--- config.mk ---
export PLATFORM = sky130hd
export DESIGN_NAME = popcount_pipe_acc_flat
export DESIGN_NICKNAME = d
export VERILOG_FILES = /design/src/rtl/popcount_pipe_acc_if.sv /design/src/rtl/popcount_pipe_acc.sv /design/src/flat_wrapper.sv
export SDC_FILE = /design/constraint.sdc
export NUM_CORES = 1
export LEC_CHECK = 0
export ABC_AREA = 1
export CAP_MARGIN = 20
export CORE_MARGIN = 2
export CORE_UTILIZATION = 50
export CTS_CLUSTER_SIZE = 16
export DETAILED_ROUTE_END_ITERATION = 6
export PLACE_DENSITY_LB_ADDON = 0.2
export REMOVE_ABC_BUFFERS = 1
export SETUP_SLACK_MARGIN = 0.15
export SLEW_MARGIN = 25
export SYNTH_ARGS = -nofsm -noshare
export SYNTH_HDL_FRONTEND = slang
export SYNTH_SLANG_ARGS = --single-unit
--- constraint.sdc ---
create_clock -name clk -period 2.86 [get_ports clk]
set_clock_uncertainty 0.15 [all_clocks]
set_input_delay 0.572 -clock clk [delete_from_list [all_inputs] [get_ports clk]]
set_output_delay 0.572 -clock clk [all_outputs]
set_load 0.01 [all_outputs]
--- src/rtl/popcount_pipe_acc_if.sv ---
// Stream interface for the popcount engine: input beats with sideband
// control on the s_* side, counts/frame totals on the m_* side.
interface popcount_pipe_acc_if #(
    parameter int DIN_WIDTH = 64,
    parameter int ACC_WIDTH = 16
);
    logic                 s_valid;
    logic                 s_ready;
    logic [DIN_WIDTH-1:0] s_data;
    logic [DIN_WIDTH-1:0] s_ref;
    logic                 s_xor;
    logic                 s_acc;
    logic                 s_last;
    logic                 m_valid;
    logic                 m_ready;
    logic [ACC_WIDTH-1:0] m_count;
    logic                 m_frame;
    logic                 m_sat;

    // producer of beats / consumer of results
    modport master (
        output s_valid, s_data, s_ref, s_xor, s_acc, s_last, m_ready,
        input  s_ready, m_valid, m_count, m_frame, m_sat
    );

    // the popcount engine itself
    modport slave (
        input  s_valid, s_data, s_ref, s_xor, s_acc, s_last, m_ready,
        output s_ready, m_valid, m_count, m_frame, m_sat
    );
endinterface

--- src/rtl/popcount_pipe_acc.sv ---
// Pipelined population count: 6-bit LUT groups, registered adder tree,
// optional XOR (Hamming distance) and saturating multi-beat frame sums.
module popcount_pipe_acc #(
    parameter int DIN_WIDTH = 64,
    parameter int ACC_WIDTH = 16
) (
    input  logic               clk,
    input  logic               rst,
    popcount_pipe_acc_if.slave bus
);
    localparam int CNT_WIDTH = $clog2(DIN_WIDTH + 1);
    localparam int NGROUPS   = (DIN_WIDTH + 5) / 6;
    localparam int TREE_LVLS = $clog2(NGROUPS);
    // Every tree node is SUM_W wide; at level l only the low 3+l bits can be
    // non-zero, so the upper bits are constant and fold away in synthesis.
    localparam int SUM_W     = 3 + TREE_LVLS;
    localparam int SUMX_W    = ACC_WIDTH + 1;
    // Sideband/valid stages: S0, S1 (LUT counts), then one per tree level.
    localparam int NSTG      = TREE_LVLS + 2;

    function automatic logic [63:0][2:0] pop6_table();
        logic [63:0][2:0] t;
        for (int i = 0; i < 64; i++) begin
            t[i] = 3'd0;
            for (int b = 0; b < 6; b++) begin
                t[i] = t[i] + 3'((i >> b) & 1);
            end
        end
        return t;
    endfunction

    localparam logic [63:0][2:0] POP6 = pop6_table();

    logic                 adv;
    logic [DIN_WIDTH-1:0] data_s0_d, data_s0_q;
    logic [NSTG-1:0]      vld_d, vld_q;
    logic [NSTG-1:0]      acc_d, acc_q;
    logic [NSTG-1:0]      last_d, last_q;
    logic [NGROUPS*6-1:0] data_pad;
    logic [SUM_W-1:0]     tree_d [TREE_LVLS+1][NGROUPS];
    logic [SUM_W-1:0]     tree_q [TREE_LVLS+1][NGROUPS];
    logic [CNT_WIDTH-1:0] cnt;
    logic [SUMX_W-1:0]    sum_ext;
    logic [ACC_WIDTH-1:0] sum_sat;
    logic                 ovf;
    logic [ACC_WIDTH-1:0] acc_reg_d, acc_reg_q;
    logic                 sat_flag_d, sat_flag_q;
    logic                 m_valid_d, m_valid_q;
    logic [ACC_WIDTH-1:0] m_count_d, m_count_q;
    logic                 m_frame_d, m_frame_q;
    logic                 m_sat_d, m_sat_q;

    // The whole pipe moves together; a held result freezes every stage.
    assign adv         = !m_valid_q || bus.m_ready;
    assign bus.s_ready = adv;
    assign bus.m_valid = m_valid_q;
    assign bus.m_count = m_count_q;
    assign bus.m_frame = m_frame_q;
    assign bus.m_sat   = m_sat_q;

    // S0 intake: apply the XOR up front so later stages only count ones.
    always_comb begin
        data_s0_d = data_s0_q;
        vld_d     = vld_q;
        acc_d     = acc_q;
        last_d    = last_q;
        if (adv) begin
            data_s0_d = bus.s_xor ? (bus.s_data ^ bus.s_ref) : bus.s_data;
            vld_d     = {vld_q[NSTG-2:0], bus.s_valid};
            acc_d     = {acc_q[NSTG-2:0], bus.s_acc};
            last_d    = {last_q[NSTG-2:0], bus.s_last};
        end
    end

    // S1 LUT6 group counts and the pairwise adder levels behind them.
    always_comb begin
        data_pad                = '0;
        data_pad[DIN_WIDTH-1:0] = data_s0_q;
        tree_d                  = tree_q;
        if (adv) begin
            for (int k = 0; k < NGROUPS; k++) begin
                tree_d[0][k] = SUM_W'(POP6[data_pad[6*k +: 6]]);
            end
            for (int l = 1; l <= TREE_LVLS; l++) begin
                for (int k = 0; k < NGROUPS; k++) begin
                    tree_d[l][k] = '0;
                    if (2*k < NGROUPS) begin
                        tree_d[l][k] = tree_q[l-1][2*k];
                    end
                    if (2*k + 1 < NGROUPS) begin
                        tree_d[l][k] = tree_q[l-1][2*k] + tree_q[l-1][2*k+1];
                    end
                end
            end
        end
    end

    assign cnt = tree_q[TREE_LVLS][0][CNT_WIDTH-1:0];

    // SA stage: emit single-beat counts directly, or fold into the frame sum.
    always_comb begin
        sum_ext    = {1'b0, acc_reg_q} + SUMX_W'(cnt);
        ovf        = sum_ext[ACC_WIDTH];
        sum_sat    = ovf ? '1 : sum_ext[ACC_WIDTH-1:0];
        acc_reg_d  = acc_reg_q;
        sat_flag_d = sat_flag_q;
        m_valid_d  = m_valid_q;
        m_count_d  = m_count_q;
        m_frame_d  = m_frame_q;
        m_sat_d    = m_sat_q;
        if (adv) begin
            m_valid_d = 1'b0;
            if (vld_q[NSTG-1]) begin
                if (!acc_q[NSTG-1]) begin
                    m_valid_d = 1'b1;
                    m_count_d = ACC_WIDTH'(cnt);
                    m_frame_d = 1'b0;
                    m_sat_d   = 1'b0;
                end else if (!last_q[NSTG-1]) begin
                    acc_reg_d  = sum_sat;
                    sat_flag_d = sat_flag_q | ovf;
                end else begin
                    m_valid_d  = 1'b1;
                    m_count_d  = sum_sat;
                    m_sat_d    = sat_flag_q | ovf;
                    m_frame_d  = 1'b1;
                    acc_reg_d  = '0;
                    sat_flag_d = 1'b0;
                end
            end
        end
    end

    // All pipeline state; reset drops in-flight beats and any partial frame.
    always_ff @(posedge clk) begin
        if (rst) begin
            data_s0_q  <= '0;
            vld_q      <= '0;
            acc_q      <= '0;
            last_q     <= '0;
            for (int l = 0; l <= TREE_LVLS; l++) begin
                for (int k = 0; k < NGROUPS; k++) begin
                    tree_q[l][k] <= '0;
                end
            end
            acc_reg_q  <= '0;
            sat_flag_q <= 1'b0;
            m_valid_q  <= 1'b0;
            m_count_q  <= '0;
            m_frame_q  <= 1'b0;
            m_sat_q    <= 1'b0;
        end else begin
            data_s0_q  <= data_s0_d;
            vld_q      <= vld_d;
            acc_q      <= acc_d;
            last_q     <= last_d;
            tree_q     <= tree_d;
            acc_reg_q  <= acc_reg_d;
            sat_flag_q <= sat_flag_d;
            m_valid_q  <= m_valid_d;
            m_count_q  <= m_count_d;
            m_frame_q  <= m_frame_d;
            m_sat_q    <= m_sat_d;
        end
    end
endmodule

--- src/flat_wrapper.sv ---
// flat-port wrapper written by rule: the top's interface ports become plain ports
module popcount_pipe_acc_flat 
#(
    parameter int DIN_WIDTH = 64,
    parameter int ACC_WIDTH = 16
)
  (clk, rst, bus_s_valid, bus_s_data, bus_s_ref, bus_s_xor, bus_s_acc, bus_s_last, bus_m_ready, bus_s_ready, bus_m_valid, bus_m_count, bus_m_frame, bus_m_sat);
  popcount_pipe_acc_if #(.DIN_WIDTH(DIN_WIDTH), .ACC_WIDTH(ACC_WIDTH)) bus_i ();
  input  logic clk;
  input  logic rst;
  input wire logic [$bits(bus_i.s_valid)-1:0] bus_s_valid;
  input wire logic [$bits(bus_i.s_data)-1:0] bus_s_data;
  input wire logic [$bits(bus_i.s_ref)-1:0] bus_s_ref;
  input wire logic [$bits(bus_i.s_xor)-1:0] bus_s_xor;
  input wire logic [$bits(bus_i.s_acc)-1:0] bus_s_acc;
  input wire logic [$bits(bus_i.s_last)-1:0] bus_s_last;
  input wire logic [$bits(bus_i.m_ready)-1:0] bus_m_ready;
  output wire logic [$bits(bus_i.s_ready)-1:0] bus_s_ready;
  output wire logic [$bits(bus_i.m_valid)-1:0] bus_m_valid;
  output wire logic [$bits(bus_i.m_count)-1:0] bus_m_count;
  output wire logic [$bits(bus_i.m_frame)-1:0] bus_m_frame;
  output wire logic [$bits(bus_i.m_sat)-1:0] bus_m_sat;
  assign bus_i.s_valid = bus_s_valid;
  assign bus_i.s_data = bus_s_data;
  assign bus_i.s_ref = bus_s_ref;
  assign bus_i.s_xor = bus_s_xor;
  assign bus_i.s_acc = bus_s_acc;
  assign bus_i.s_last = bus_s_last;
  assign bus_i.m_ready = bus_m_ready;
  assign bus_s_ready = bus_i.s_ready;
  assign bus_m_valid = bus_i.m_valid;
  assign bus_m_count = bus_i.m_count;
  assign bus_m_frame = bus_i.m_frame;
  assign bus_m_sat = bus_i.m_sat;
  popcount_pipe_acc #(.DIN_WIDTH(DIN_WIDTH), .ACC_WIDTH(ACC_WIDTH)) u_core (.clk(clk), .rst(rst), .bus(bus_i));
endmodule
==> results.tsv <==
metric	value	unit
Reg2Reg Depth	11	
Overall Global Routing Usage	0.194	
Hold Crit Endpoint	u_core.sat_flag_q$_SDFFE_PP0P_	
Slew Viols, Final	0	
area share of the largest cell type after synthesis	0.338	
Final period util	0.865	
TritonCTS Buffers	25	
CP delay by family, top	buffers and inverters	
Clock Path Buffers	3	
post-synth cell types	39	
Clock Sinks	207	
HPWL after detailed placement	17700	um
DR WL/cell	11.6	um
Worst Setup Start Kind	input pin	
Worst-path clk slew	50	ps
Critical Path RT	2140	ps
Setup violations, final	0	
routed vias	10900	
drt total wl	24800	um
Post-Synth XOR/XNOR Area	0.0722	
Synth Instances	1690	
FF-to-FF Start	u_core.cnt[0]$_SDFFE_PP0P_	
worst hold start	u_core.sat_flag_q$_SDFFE_PP0P_	
compound-gate portion of the synthesized area	0.210	
Top Ports	155	
H-Tree Depth	1	
Post-synth top cells	309 x nand2_1, 228 x o21ai_0, 207 x dfxtp_1	
sequential fraction of the synthesis area	0.338	
hold path depth	2	
die area	25800	um2
cts repair resizes	0	
largest family of logic cells by synthesized area	compound AO/OA/AOI/OAI gates	
Synth area leaders	dfxtp_1 34%, nand2_1 9.5%, o21ai_0 9.3%	
fill count	2169	
Leak	6.57	nW
#FFs+latches synth	207	
dominant synthesized flop cell	dfxtp_1	
Peak supply drop	364	uV
Slowest-stage cell, CP	clkdlybuf4s50_1	
PortBufs	154	
CP peak stage delay	550	ps
first-pass GRT wire length	44100	um
Post-Place Setup Slack	351	ps
fin crit period	2470	ps
CP arrival	1750	ps
Post-Synth Simple-Gate Area	0.186	
async set-reset flop share out of synthesis	0	
largest net degree at the start of global routing	68	
CP Capture Type	output port	
Max-Cap Viols	0	
Post-Place Cell Area	14100	um2
DRC violations left	0	
Worst Tran Pin Value	649	ps
Synth warnings	0	
CTS tree	yes	
crit-path cells	clkdlybuf4s50_1, nor2_4, inv_8, clkdlybuf4s50_1	
vias per cell	5.06	
post-route cell area	14900	um2
DRT iter0 DRCs	432	
Power per Cell Area	525	nW/um2
layout cells sized above 1	0.0559	
initial antenna violation count	0	
CTS Hold Bufs	0	
Routed Antenna Nets	0	
die height	160	um
Post-CTS Setup Inserts	0	
Routability Congestion	0.861	
number of global-route vias before repair	10400	
most common cell in the netlist	nand2_1	
GR Overflow Total	0	
Crit path top cell by count	clkdlybuf4s50_1	
P&R area growth vs syn	21.7	%
Fin. Hold Viols	0	
CTS root buf	clkbuf_16	
row cnt	57	
CP Buf/Inv Count	3	
normalized max-slew margin	0.567	
Yosys top cell by area	dfxtp_1	
number of synthesized flops with an enable pin	0	
mux cell area share after synthesis	0.00572	
critical path fanouts, max	3	
Post-layout nets	2038	
latest clock arrival within the worst-skew pair	520	ps
Avg Cell Area, Syn	7.25	um2
reg2reg setup slack	510	ps
# diodes	0	
Core ar.	24200	um2
status	complete, no violations	
unrepaired setup endpoints after global routing	no	
adder-cell share of the synthesized area	0.106	
Reg2Reg Capture Point	u_core.acc_reg_q[2]$_SDFFE_PP0P_	
critical path class	input pin to output port	
final setup margin	387	ps
Cell Area, Synth	12200	um2
Fmax achieved	0.404	GHz
Worst Hold Class	flip-flop to flip-flop	
starting density of the core	0.506	
Die X	160	um
drt pass-1 iters	5	
## sequential cells by signal (all words and copies together) (netlist names)
register,flops
u_core.bus.m_sat,1
u_core.bus.m_frame,1
u_core.acc_reg_q,16
u_core.last_q,6
u_core.cnt,7
u_core.acc_q,6
u_core.vld_q,6
u_core.data_s0_q,64
u_core.bus.m_valid,1
u_core.tree_q,82
u_core.bus.m_count,16
u_core.sat_flag_q,1
## cell families after synthesis
| logic type | Yosys count |
|---|---|
| adders and majority gates | 97 |
| buffers and inverters | 258 |
| xor gates and xnor gates | 101 |
| and+or+nand+nor | 543 |
| AOI/OAI and AO/OA | 477 |
| DFF | 207 |
| muxes | 7 |
## stage by stage
stage	util	instances	setup TNS (ps)	total power, mW	hold slack (ps)
floorplan	-	1608	-280920	4.28	286
global placement	0.582	2103	0	4.71	297
detailed placement	0.582	2103	0	4.76	300
CTS	0.616	2149	0	7.93	309
global route	0.616	2149	0	8.29	333
finish	0.616	2149	0	7.83	309
## worst max-delay path by stage
stage | slack [ps] | startpoint | depth (start not counted) | end
6_report | 390 | bus_m_ready | 4 | bus_s_ready
3_5_place_dp | 350 | bus_m_ready | 8 | u_core.acc_reg_q[8]$_SDFFE_PP0P_
5_1_grt | 340 | bus_m_ready | 4 | bus_s_ready
2_1_floorplan | -2290 | bus_m_ready | 6 | u_core.bus.m_count[8]$_SDFFE_PP0P_
3_3_place_gp | 360 | bus_m_ready | 4 | bus_s_ready
4_1_cts | 370 | bus_m_ready | 4 | bus_s_ready
## tightest hold or removal path, stage by stage (launching register included)
cell,delay [ps]
dfxtp_1,310
nand2_1,60
a21oi_1,50
## metal layers
layer	GRT usage	part of all wire
met2	0.372	0.49
met4	0.0410	0.018
met1	0.229	0.46
met5	0	0
met3	0.0271	0.036
## power breakdown
group	internal [mW]	leakage (nW)	switching, mW
Clock	1.90	0.416	1.22
Combinational	0.656	4.46	0.678
Sequential	3.15	1.70	0.222
Total	5.71	6.57	2.12
## cell usage in the layout (no fill, tap or decap), types with 9 or more instances in the layout
cell type,Yosys,final
nand2_1,309,309
o21ai_0,228,228
dfxtp_1,207,207
a21oi_1,180,180
inv_1,171,171
clkdlybuf4s50_1,0,153
nor2_1,125,125
xor2_1,86,86
ha_1,86,86
nand3_1,68,68
clkbuf_16,0,25
o211ai_1,17,17
xnor2_1,15,15
or2_2,12,12
a31oi_1,11,11
fa_1,11,11
buf_4,0,11
o221ai_1,9,9
## final cells by class
type	count	area [um2]	share of cell area
Inverter	176	671	0.0450
Clock inverter	10	88.8	0.00596
Tap cell	324	405	0.0272
Timing Repair Buffer	171	1740	0.117
Clock buffer	36	747	0.0501
Multi-Input combinational cell	1225	7110	0.477
Sequential cell	207	4140	0.278
Power figures use the tool's default switching activity.
